[src/rtl/mult_pkg.sv]
// Shared types for the sequential shift-add multiplier: controller states and
// the operation selected for the add/sub unit on each OP step.
`timescale 1ns/1ps
package mult_pkg;

  typedef enum logic [1:0] {
    IDLE,
    OP,
    SHIFT,
    DONE
  } state_t;

  typedef enum logic [1:0] {
    OP_NONE,
    OP_ADD,
    OP_SUB
  } op_sel_t;

endpackage

[src/rtl/add_sub_w.sv]
// (WIDTH+1)-bit adder/subtractor; sign_ext chooses two's-complement or zero
// extension of both operands so the extra bit carries the sign or the carry-out.
`timescale 1ns/1ps
module add_sub_w
  import mult_pkg::*;
#(
  parameter int WIDTH = 8
) (
  input  logic [WIDTH-1:0] a,
  input  logic [WIDTH-1:0] b,
  input  logic             sign_ext,
  input  op_sel_t          op,
  output logic [WIDTH:0]   sum
);

  logic [WIDTH:0] ext_a;
  logic [WIDTH:0] ext_b;

  assign ext_a = {sign_ext & a[WIDTH-1], a};
  assign ext_b = {sign_ext & b[WIDTH-1], b};

  always_comb begin
    sum = ext_a;
    case (op)
      OP_ADD:  sum = ext_a + ext_b;
      OP_SUB:  sum = ext_a - ext_b;
      default: sum = ext_a;
    endcase
  end

endmodule

[src/rtl/shift_add_multiplier.sv]
// Sequential WIDTH x WIDTH multiplier: one OP/SHIFT pair per multiplier bit,
// product left in {Aval, Bval} with X as the sign/extension bit.
`timescale 1ns/1ps
module shift_add_multiplier
  import mult_pkg::*;
#(
  parameter int WIDTH = 8
) (
  input  logic             Clk,
  input  logic             Reset,
  input  logic             Run,
  input  logic             ClearA_LoadB,
  input  logic             Signed_mode,
  input  logic [WIDTH-1:0] S,
  output logic [WIDTH-1:0] Aval,
  output logic [WIDTH-1:0] Bval,
  output logic             X,
  output logic             Busy,
  output logic             Done
);

  localparam int CW = $clog2(WIDTH) + 1;
  localparam logic [CW-1:0] LAST_STEP = CW'(WIDTH - 1);

  state_t          state;
  logic [CW-1:0]   count;
  logic            signed_op;
  op_sel_t         op_sel;
  logic [WIDTH:0]  sum;

  // In signed mode the multiplier's top bit has negative weight, so the last step subtracts.
  always_comb begin
    op_sel = OP_NONE;
    if (Bval[0]) begin
      op_sel = (signed_op && (count == LAST_STEP)) ? OP_SUB : OP_ADD;
    end
  end

  add_sub_w #(.WIDTH(WIDTH)) u_add_sub (
    .a        (Aval),
    .b        (S),
    .sign_ext (signed_op),
    .op       (op_sel),
    .sum      (sum)
  );

  always_ff @(posedge Clk) begin
    if (Reset) begin
      state     <= IDLE;
      count     <= '0;
      signed_op <= 1'b0;
      Aval      <= '0;
      Bval      <= '0;
      X         <= 1'b0;
      Busy      <= 1'b0;
      Done      <= 1'b0;
    end else begin
      case (state)
        IDLE: begin
          if (Run) begin
            Aval      <= '0;
            X         <= 1'b0;
            count     <= '0;
            signed_op <= Signed_mode;
            Busy      <= 1'b1;
            state     <= OP;
          end else if (ClearA_LoadB) begin
            Aval <= '0;
            X    <= 1'b0;
            Bval <= S;
          end
        end
        OP: begin
          if (op_sel != OP_NONE) begin
            {X, Aval} <= sum;
          end
          state <= SHIFT;
        end
        SHIFT: begin
          Aval  <= {X, Aval[WIDTH-1:1]};
          Bval  <= {Aval[0], Bval[WIDTH-1:1]};
          if (!signed_op) begin
            X <= 1'b0;
          end
          count <= count + CW'(1);
          // Counter is about to reach WIDTH: this was the last pair.
          if (count == LAST_STEP) begin
            Busy  <= 1'b0;
            Done  <= 1'b1;
            state <= DONE;
          end else begin
            state <= OP;
          end
        end
        DONE: begin
          if (!Run) begin
            Done  <= 1'b0;
            state <= IDLE;
          end
        end
        default: state <= IDLE;
      endcase
    end
  end

endmodule
[config.mk]
export PLATFORM = sky130hd
export DESIGN_NAME = shift_add_multiplier
export DESIGN_NICKNAME = d
export VERILOG_FILES = /design/src/rtl/mult_pkg.sv /design/src/rtl/add_sub_w.sv /design/src/rtl/shift_add_multiplier.sv
export SDC_FILE = /design/constraint.sdc
export NUM_CORES = 1
export LEC_CHECK = 0
export BUFFER_PORTS_ARGS = -buffer_cell sky130_fd_sc_hd__buf_4
export CAP_MARGIN = 20
export CORE_MARGIN = 2
export CORE_UTILIZATION = 60
export CTS_CLUSTER_SIZE = 30
export DETAILED_ROUTE_END_ITERATION = 6
export PLACE_DENSITY = 0.92
export SLEW_MARGIN = 20
export SYNTH_ARGS = -nofsm -noshare
export SYNTH_HDL_FRONTEND = slang
export SYNTH_SLANG_ARGS = --single-unit
[constraint.sdc]
create_clock -name Clk -period 7 [get_ports Clk]
set_input_delay 0.7 -clock Clk [delete_from_list [all_inputs] [get_ports Clk]]
set_output_delay 0.7 -clock Clk [all_outputs]
set_load 0.05 [all_outputs]
==> impl_metrics.yaml, run 1 <==
run_status:
  outcome: "complete, no violations"
logic_synthesis:
  syn_nets: 278
  ys_ff_latch: 26
  synthArstFlopShare: 0
  synth.top_cell.area_share: 0.2543
  ys_warn_count: 0
  ys_seq_area_frac: 0.2543
  synth_edf_count: 0
  ys_top_cells_by_area: "dfxtp_1 25%, ha_1 8.6%, nor2_1 5.9%"
  synthFlopType: "dfxtp_1"
  ys_types: 56
  synth_top_area_cell: "dfxtp_1"
  netlist_instances: 250
  syn_area_per_cell_um2: 8.188
  syn_area_mm2: 0.002047
worst_setup_path:
  crit_fanout: 7
  crit_buf_inv: 0
  cpMaxStageDelayCell: "dfxtp_1"
  worst_setup_path_start_kind: "flop"
  critPathKind: "reg2reg"
  critical_path.cell_chain: "ha_1 -> and3b_1 -> and3_1 -> mux2i_1 -> ha_1 -> nor2b_1 -> o21a_1 -> o21ai_0 -> a21oi_1 -> o221ai_1"
  required_ns: 7.28
  cpLargestDelayFamily: "compound AO/OA/AOI/OAI gates"
  worstPathArrival_ns: 3.24
  critPathMaxStageDelay_ns: 0.41
  crit_top_cell: "ha_1"
  end_kind: "flop"
placed_design:
  gp_congestion: 0.8742
  portBuffers: 31
  dp_hpwl_um: 3421
die:
  die_area_mm2: 0.003895
  initial_utilization: 0.6183
  die_w_um: 62.41
  core_area_mm2: 0.003311
  die_height_um: 62.41
  io_pins: 32
  rows: 21
layout:
  fin_nets: 301
  multiInputGateArea_mm2: 0.001411
  area_growth_pct: 13.14
  fillers: 289
  layout-drive-gt1-share: 0.1691
  register_area_um2: 520.5
  n_antenna_cell: 0
timing:
  timing.fmax_ghz: 0.3379
  drv_slew: 0
  slew_headroom: 0.6027
  finalCritPeriodShare: 0.4228
  skew_ns: 0.007916
  setup_violations: 0
  rsz0062_at_grt: "false"
  worst_slew_pin_slew_ns: 0.5958
  hold_ws_ns: 0.5110
  final.setup.tns_ns: 0
  hold_violations: 0
  period_needed_ns: 2.959
drt:
  first_pass_iters: 4
  finalWirelength_um: 4705
  drt_iter0_drc: 83
  drc_errors: 0
  viasPerCell: 6.044
  ant_nets: 0
  wl_per_cell_um: 14.80
  vias: 1922
global_route:
  busiest_layer: "met2"
  grt_usage: 0.2501
  grt_use_met3: 0.03784
  grt_max_degree: 31
  met1_usage: 0.3307
  grt_pass1_vias: 1750
  overflow: 0
  met2_usage: 0.4247
  grt_antenna_before_repair: 0
  grt_pass1_wl_um: 8073
power:
  power.switching_uw: 181.0
  p_clk_frac: 0.240
  seqPwrFrac: 0.378
  power.leakage_uw: 0.0009072
  pwr-share-comb: 0.382
  internal_power_uw: 278.5
  swShare: 0.3940
  power_density_mw_per_mm2: 198.4
  max-vdd-ir-drop_mv: 0.1284
clock_tree:
  ctsHoldBuffers: 0
  clockBufferDepth: 2
  cts-htree-levels: 1
  clock-sinks: 26
  postCtsSetupBuffers: 0
  cts_resized: 0
  cts_tree: "yes"
  cts-buffers-inserted: 3
  insertion_delay_ns: 0.35
  cts-root-buf: "clkbuf_4"
  path_clk_slew_ns: 0.16
worst_hold_path:
  holdCritPathClass: "reg2reg"
run:
  cap_viol_max_count: 0
-- path summary, 6_finish.rpt --
kind | startpoint | end | slack [ns] | depth (start not counted)
hold reg to reg | Aval[0] | Aval[0] | 0.51 | 2
setup / recovery | count[0] | Aval[5] | 4.04 | 10
setup reg to reg | count[0] | Aval[5] | 4.04 | 10
hold / removal | Aval[0] | Aval[0] | 0.51 | 2
-- worst register-to-register path: cells and delay by family, from the launching register on --
kind | cells | cell delay [ns]
compound gates | 4 | 0.89
fa+ha+maj | 2 | 0.52
flops | 1 | 0.41
mux | 1 | 0.34
simple gates | 3 | 0.74
-- state kept, by name, indices dropped and copies added (netlist names) --
| name | cells |
|---|---|
| Aval | 8 |
| Busy | 1 |
| Bval | 8 |
| Done | 1 |
| X | 1 |
| count | 4 |
| signed_op | 1 |
| state | 2 |
-- final cells by class --
cell class | count | share of cell area
multi-input cells | 201 | 0.6094
flip-flops and latches | 26 | 0.2247
repair buffers | 32 | 0.1037
well taps | 46 | 0.02485
inverters | 9 | 0.01459
clock inverters | 1 | 0.01297
clock buffers | 3 | 0.009724
-- per-layer routing --
layer / wire, um / vias up / share of wire
met3: 178 / 5 / 0.038
met1: 2170 / 912 / 0.46
li1: - / 961 / -
met5: 0 / - / 0
met2: 2311 / 44 / 0.49
met4: 44 / 0 / 0.0094
-- cells in the mapped netlist, types with 5 or more instances --
cell      number
a211oi_1      12
a21oi_1       17
buf_2          5
dfxtp_1       26
ha_1          14
inv_1          9
mux2i_1       11
nand2_1       19
nand3_1        8
nand3b_1       5
nor2_1        32
nor3_1         7
o21ai_0       10
xnor2_1        7
-- layout by cell type, fill, tap and decap left out, types with 3 or more instances in the layout --
cell / instances
nand3b_1: 5
nand3_1: 8
o21a_1: 3
nand2b_1: 4
dfxtp_1: 26
o21ai_0: 10
nand2_1: 19
a211oi_1: 12
clkbuf_4: 3
a21o_1: 4
nor3_1: 7
inv_1: 9
o211ai_1: 4
a21oi_1: 17
mux2i_1: 11
nor2_1: 32
xnor2_1: 7
ha_1: 14
a22oi_1: 3
buf_4: 32
nor2b_1: 3
-- power by group through the flow --
stage	combinational (uW)	sequential (uW)	clock [uW]
2_1_floorplan	111	201	0
3_3_place_gp	171	176	0
3_5_place_dp	174	177	0
4_1_cts	175	173	111
5_1_grt	190	176	117
6_report	176	173	110
-- kinds of logic after synthesis --
group / after synthesis / synth area share
AND/OR/NAND/NOR: 94 / 0.2372
AO/OA/AOI/OAI: 73 / 0.2690
flip-flops: 26 / 0.2543
buffers and inverters: 23 / 0.05622
adder cells (fa/ha/maj): 15 / 0.09536
multiplexers: 11 / 0.05379
XOR/XNOR: 8 / 0.03423
-- stage by stage --
| step | area (um^2) | utilization | setup slack [ns] | instances | power [uW] |
|---|---|---|---|---|---|
| 2_1_floorplan | 2047 | - | 4.285 | 250 | 312.6 |
| 6_report | 2316 | 0.6995 | 4.041 | 318 | 459.5 |
| 3_5_place_dp | 2263 | 0.6837 | 4.044 | 314 | 350.3 |
| 4_1_cts | 2316 | 0.6995 | 4.058 | 318 | 459.0 |
| 3_3_place_gp | 2263 | 0.6837 | 4.117 | 314 | 347.0 |
| 5_1_grt | 2316 | 0.6995 | 3.786 | 318 | 482.7 |
Note: power is estimated with default switching activity, not from simulation.
==> inputs of run 2 (changes only) <==
--- a/config.mk
+++ b/config.mk
@@ -8,10 +8,10 @@
 export BUFFER_PORTS_ARGS = -buffer_cell sky130_fd_sc_hd__buf_4
 export CAP_MARGIN = 20
 export CORE_MARGIN = 2
-export CORE_UTILIZATION = 60
+export CORE_UTILIZATION = 51
 export CTS_CLUSTER_SIZE = 30
 export DETAILED_ROUTE_END_ITERATION = 6
-export PLACE_DENSITY = 0.92
+export PLACE_DENSITY = 0.84
 export SLEW_MARGIN = 20
 export SYNTH_ARGS = -nofsm -noshare
 export SYNTH_HDL_FRONTEND = slang
==> constraint.sdc (replaced) <==
create_clock -name Clk -period 2.6 [get_ports Clk]
set_input_delay 0.26 -clock Clk [delete_from_list [all_inputs] [get_ports Clk]]
set_output_delay 0.26 -clock Clk [all_outputs]
set_load 0.05 [all_outputs]
==> impl_metrics.yaml, run 2 (synthesis gave the netlist of run 1 again) <==
placed_design:
  gp_congestion: 0.8826
  dp_hpwl_um: 3731
  portBuffers: 31
  pre_cts_slack_ns: -0.08104
timing:
  slew_headroom: 0.5744
  skew_ns: 0.002167
  period_needed_ns: 2.659
  hold_violations: 0
  rsz0062_at_grt: "true"
  finalCritPeriodShare: 1.023
  setup_violations: 1
  timing.fmax_ghz: 0.3761
  worst_slew_pin_slew_ns: 0.6384
  setup_ws_ns: -0.05885
  drv_slew: 0
drt:
  drc_errors: 0
  viasPerCell: 5.953
  wl_per_cell_um: 16.28
  finalWirelength_um: 5501
  vias: 2012
  first_pass_iters: 4
  ant_nets: 0
  drt_iter0_drc: 114
clock_tree:
  cts-htree-levels: 1
  ctsHoldBuffers: 0
  clock-sinks: 26
  cts_tree: "yes"
  insertion_delay_ns: 0.29
  clockBufferDepth: 2
  path_clk_slew_ns: 0.10
  cts-root-buf: "clkbuf_8"
  cts-buffers-inserted: 3
worst_setup_path:
  crit_buf_inv: 1
  cpMaxStageDelayCell: "dfxtp_4"
  critPathKind: "reg2reg"
  crit_top_cell: "o211ai_1"
  required_ns: 2.77
  cpLargestDelayFamily: "compound AO/OA/AOI/OAI gates"
  end_kind: "flop"
  worst_setup_path_start_kind: "flop"
  worstPathArrival_ns: 2.83
  critical_path.cell_chain: "ha_4 -> and3b_1 -> and3_4 -> buf_6 -> a21oi_4 -> xnor2_2 -> ha_1 -> o211ai_1 -> o211ai_1 -> o211ai_2 -> a2111oi_4 -> a221oi_2"
  crit_fanout: 5
  critPathMaxStageDelay_ns: 0.37
worst_hold_path:
  holdCritPathClass: "in2reg"
global_route:
  grt_antenna_before_repair: 0
  overflow: 0
  grt_pass1_wl_um: 8197
  grt_max_degree: 31
  grt_usage: 0.2357
  grt_pass1_vias: 1812
die:
  io_pins: 32
  core_area_mm2: 0.003943
  die_height_um: 67.36
  die_area_mm2: 0.004537
  initial_utilization: 0.5192
  die_w_um: 67.36
  rows: 23
layout:
  utilization: 0.6439
  layout-drive-gt1-share: 0.2639
  area_growth_pct: 24.02
  final_cell_mix: "47 x buf_4, 31 x nor2_1, 23 x dfxtp_1"
  n_antenna_cell: 0
  top_regs: "Aval: 8 flops, Bval: 8 flops, count: 4 flops"
  fin_nets: 317
  layout_commonest_cell: "buf_4"
power:
  power_uw: 1343
  max-vdd-ir-drop_mv: 0.3259
  power_density_mw_per_mm2: 529.1
  power.leakage_uw: 0.001006
run_status:
  outcome: "finished, violations left"
  violations: "setup timing"
run:
  cap_viol_max_count: 0
run 2: cell type report:
cell class              count  area, um^2
well taps                  50       62.56
clock inverters             1       30.03
flip-flops and latches     26       526.8
clock buffers               3       41.29
inverters                   9       33.78
multi-input cells         201        1480
repair buffers             48       364.1
fillers                   320        1404
run 2: power breakdown:
part           switching [uW]  total (uW)  internal (uW)
sequential               34.7         465            430
clock                     157         364            207
combinational             331         515            184
total                     522        1340            821
run 2: layer usage:
layer,track usage,share of wire
met1,0.2944,0.43
met5,0,0
met2,0.4233,0.50
met4,0.06122,0.015
met3,0.03333,0.050
run 2: through the flow:
step           hold WS [ns]  setup TNS [ns]  area (um^2)  std cells
4_1_cts              0.2270               0         2441        332
5_1_grt              0.2503         -0.2371         2539        338
2_1_floorplan        0.4075               0         2071        250
3_3_place_gp         0.4789               0         2365        328
3_5_place_dp         0.4943         -0.1708         2365        328
6_report             0.2234        -0.05885         2539        338
run 2: timing repair:
action                     4_1_cts  5_1_grt
setup endpoints to repair        4        5
buffers inserted                 0        6
resized for setup                3       12
pin swaps                        1       14
run 2: final timing paths:
path                    start   endpoint  slack, ns  cells after the start
hold reg to reg      state[1]   state[1]       0.51                      2
hold / removal    Signed_mode  signed_op       0.22                      3
setup / recovery     count[1]          X      -0.06                     12
setup reg to reg     count[1]          X      -0.06                     12
run 2: worst reg2reg max path: stages (launching register included):
cell       delay [ns]
dfxtp_4          0.37
ha_4             0.16
and3b_1          0.18
and3_4           0.21
buf_6            0.13
a21oi_4          0.12
xnor2_2          0.08
ha_1             0.29
o211ai_1         0.13
o211ai_1         0.28
o211ai_2         0.17
a2111oi_4        0.35
a221oi_2         0.06
==> inputs of run 3 (changes only) <==
--- a/config.mk
+++ b/config.mk
@@ -8,11 +8,12 @@
 export BUFFER_PORTS_ARGS = -buffer_cell sky130_fd_sc_hd__buf_4
 export CAP_MARGIN = 20
 export CORE_MARGIN = 2
-export CORE_UTILIZATION = 51
+export CORE_UTILIZATION = 52
 export CTS_CLUSTER_SIZE = 30
 export DETAILED_ROUTE_END_ITERATION = 6
-export PLACE_DENSITY = 0.84
+export PLACE_DENSITY = 0.85
 export SLEW_MARGIN = 20
 export SYNTH_ARGS = -nofsm -noshare
 export SYNTH_HDL_FRONTEND = slang
+export SYNTH_HIERARCHICAL = 1
 export SYNTH_SLANG_ARGS = --single-unit
==> impl_metrics.yaml, run 3 <==
power:
  max-vdd-ir-drop_mv: 0.4554
  power.leakage_uw: 0.001159
  power_density_mw_per_mm2: 530.1
logic_synthesis:
  synth_common_cells: "26 x dfxtp_1, 22 x nand2_1, 22 x nor2_1, 20 x a21oi_1, 17 x ha_1"
  ys_seq_area_frac: 0.2387
  ys_warn_count: 6
  synth_edf_count: 0
  synthFlopType: "dfxtp_1"
  muxShareOfSynthArea: 0.06024
  synth.top_cell.area_share: 0.2387
  synth_top_family_by_area: "compound AO/OA/AOI/OAI gates"
  netlist_instances: 260
  synthArstFlopShare: 0
  synthAdderAreaFrac: 0.1067
  ys_ff_latch: 26
  ys_top_cells_by_area: "dfxtp_1 24%, ha_1 9.8%, mux2i_1 5.5%"
  ys_types: 59
  synth.most_common_cell: "dfxtp_1"
  syn_nets: 291
  syn_area_per_cell_um2: 8.388
  syn_area_mm2: 0.002181
  synth-compound-area-share: 0.2565
  synth-simple-area-share: 0.2473
  synth_top_area_cell: "dfxtp_1"
  synth_xor_area_frac: 0.03213
run_status:
  violations: "setup timing"
  outcome: "finished, violations left"
die:
  die_area_mm2: 0.004728
  die_w_um: 68.76
  die_height_um: 68.76
  io_pins: 32
  core_area_mm2: 0.004029
  initial_utilization: 0.5413
  rows: 23
clock_tree:
  cts-buffers-inserted: 3
  cts-root-buf: "clkbuf_8"
  clock-sinks: 26
  cts-htree-levels: 1
  clockBufferDepth: 2
  cts_tree: "yes"
  insertion_delay_ns: 0.28
  ctsHoldBuffers: 0
  path_clk_slew_ns: 0.10
drt:
  first_pass_iters: 4
  ant_nets: 0
  drc_errors: 0
  wl_per_cell_um: 16.89
  finalWirelength_um: 6132
  drt_iter0_drc: 161
  viasPerCell: 5.920
  vias: 2149
global_route:
  grt_pass1_wl_um: 9694
  overflow: 0
  grt_max_degree: 28
  grt_antenna_before_repair: 0
  grt_usage: 0.2766
  grt_pass1_vias: 2015
timing:
  drv_slew: 0
  setup_violations: 8
  hold_violations: 0
  finalCritPeriodShare: 1.132
  setup_ws_ns: -0.3445
  skew_ns: 0.003256
  rsz0062_at_grt: "true"
  worst_slew_pin_slew_ns: 0.6311
  final.setup.tns_ns: -1.745
  period_needed_ns: 2.944
  slew_headroom: 0.5770
  timing.fmax_ghz: 0.3396
layout:
  n_antenna_cell: 0
  fin_nets: 345
  layout_commonest_cell: "buf_4"
  multiInputGateArea_mm2: 0.001684
  final_cell_mix: "63 x buf_4, 23 x dfxtp_1, 22 x nand2_1"
  fillers: 297
  top_regs: "Aval: 8 flops, Bval: 8 flops, count: 4 flops"
  register_area_um2: 524.3
  layout-drive-gt1-share: 0.3482
  area_growth_pct: 30.64
worst_setup_path:
  worst_setup_path_start_kind: "flop"
  end_kind: "flop"
  worstPathArrival_ns: 3.17
  regToRegSetupSlack_ns: -0.34
  critPathKind: "reg2reg"
  crit_fanout: 8
  required_ns: 2.82
run:
  cap_viol_max_count: 0
placed_design:
  dp_hpwl_um: 4208
  portBuffers: 31
  pre_cts_slack_ns: -0.4291
  gp_congestion: 0.8992
worst_hold_path:
  holdCritPathClass: "in2reg"
-- run 3: cell types whose count changed in the layout (fill, tap and decap cells not counted), sizes merged, moves of 4 or more --
cell,before,now
a21oi,18,22
a22o,1,8
buf,48,63
nand3,8,13
nor2,32,22
o21ai,11,7
-- run 3: cell type report --
cell class | count | area share
Clock buffer | 3 | 0.01449
Clock inverter | 1 | 0.01054
Inverter | 9 | 0.01186
Multi-Input combinational cell | 211 | 0.5911
Sequential cell | 26 | 0.1840
Tap cell | 50 | 0.02196
Timing Repair Buffer | 63 | 0.1660
-- run 3: what timing repair did --
action                     4_1_cts  5_1_grt
pin swaps                       12        9
buffers inserted                 1        0
gates cloned                     0        0
setup endpoints to repair        7        8
resized for setup               12        9
-- run 3: per-stage QoR --
stage | utilization | power [uW] | area, um^2 | hold slack, ns | instances
after CTS | 0.6984 | 1496 | 2814 | 0.2489 | 363
final | 0.7071 | 1510 | 2849 | 0.3070 | 363
after floorplan | - | 948.3 | 2223 | 0.4075 | 260
after global routing | 0.7071 | 1581 | 2849 | 0.3078 | 363
after global placement | 0.6596 | 1109 | 2658 | 0.4697 | 358
after detailed placement | 0.6596 | 1123 | 2658 | 0.4859 | 358
-- run 3: power breakdown --
| part | switching, uW | internal, uW | total [uW] | leakage [uW] |
|---|---|---|---|---|
| sequential | 36.7 | 439 | 476 | 0.000213 |
| clock | 147 | 207 | 353 | 0.0000357 |
| combinational | 426 | 256 | 681 | 0.000910 |
-- run 3: path summary, 6_finish.rpt --
check / start / end / depth (start not counted)
max: count[1] / Aval[5] / 14
min: Signed_mode / signed_op / 3
min reg2reg: Aval[0] / Aval[0] / 2
max reg2reg: count[1] / Aval[5] / 14
-- run 3: cells by family (layout without fill, tap and decap cells) --
group / after synthesis / count (layout)
XOR/XNOR: 8 / 8
multiplexers: 13 / 13
buffers and inverters: 23 / 76
AO/OA/AOI/OAI: 73 / 73
adder cells (fa/ha/maj): 18 / 18
flip-flops: 26 / 26
AND/OR/NAND/NOR: 99 / 99
-- run 3: worst max-delay path, stage by stage (launching register included) --
cell and delay (ns):
dfxtp_2 0.37, ha_4 0.14, and3b_2 0.20, and3_4 0.20, ha_4 0.22, mux2i_4 0.28
ha_1 0.26, nand2b_1 0.11, a21oi_2 0.08, o31a_1 0.27, o21a_1 0.19, o31ai_2 0.17
a22o_1 0.15, nand3_1 0.07, a21oi_1 0.16
-- run 3: routing by layer --
metal	vias to the layer above	part of all wire	global-route usage
met4	0	0.029	0.1127
met1	1012	0.44	0.3470
met2	65	0.49	0.4784
li1	1057	-	-
met5	-	0	0
met3	15	0.043	0.03409
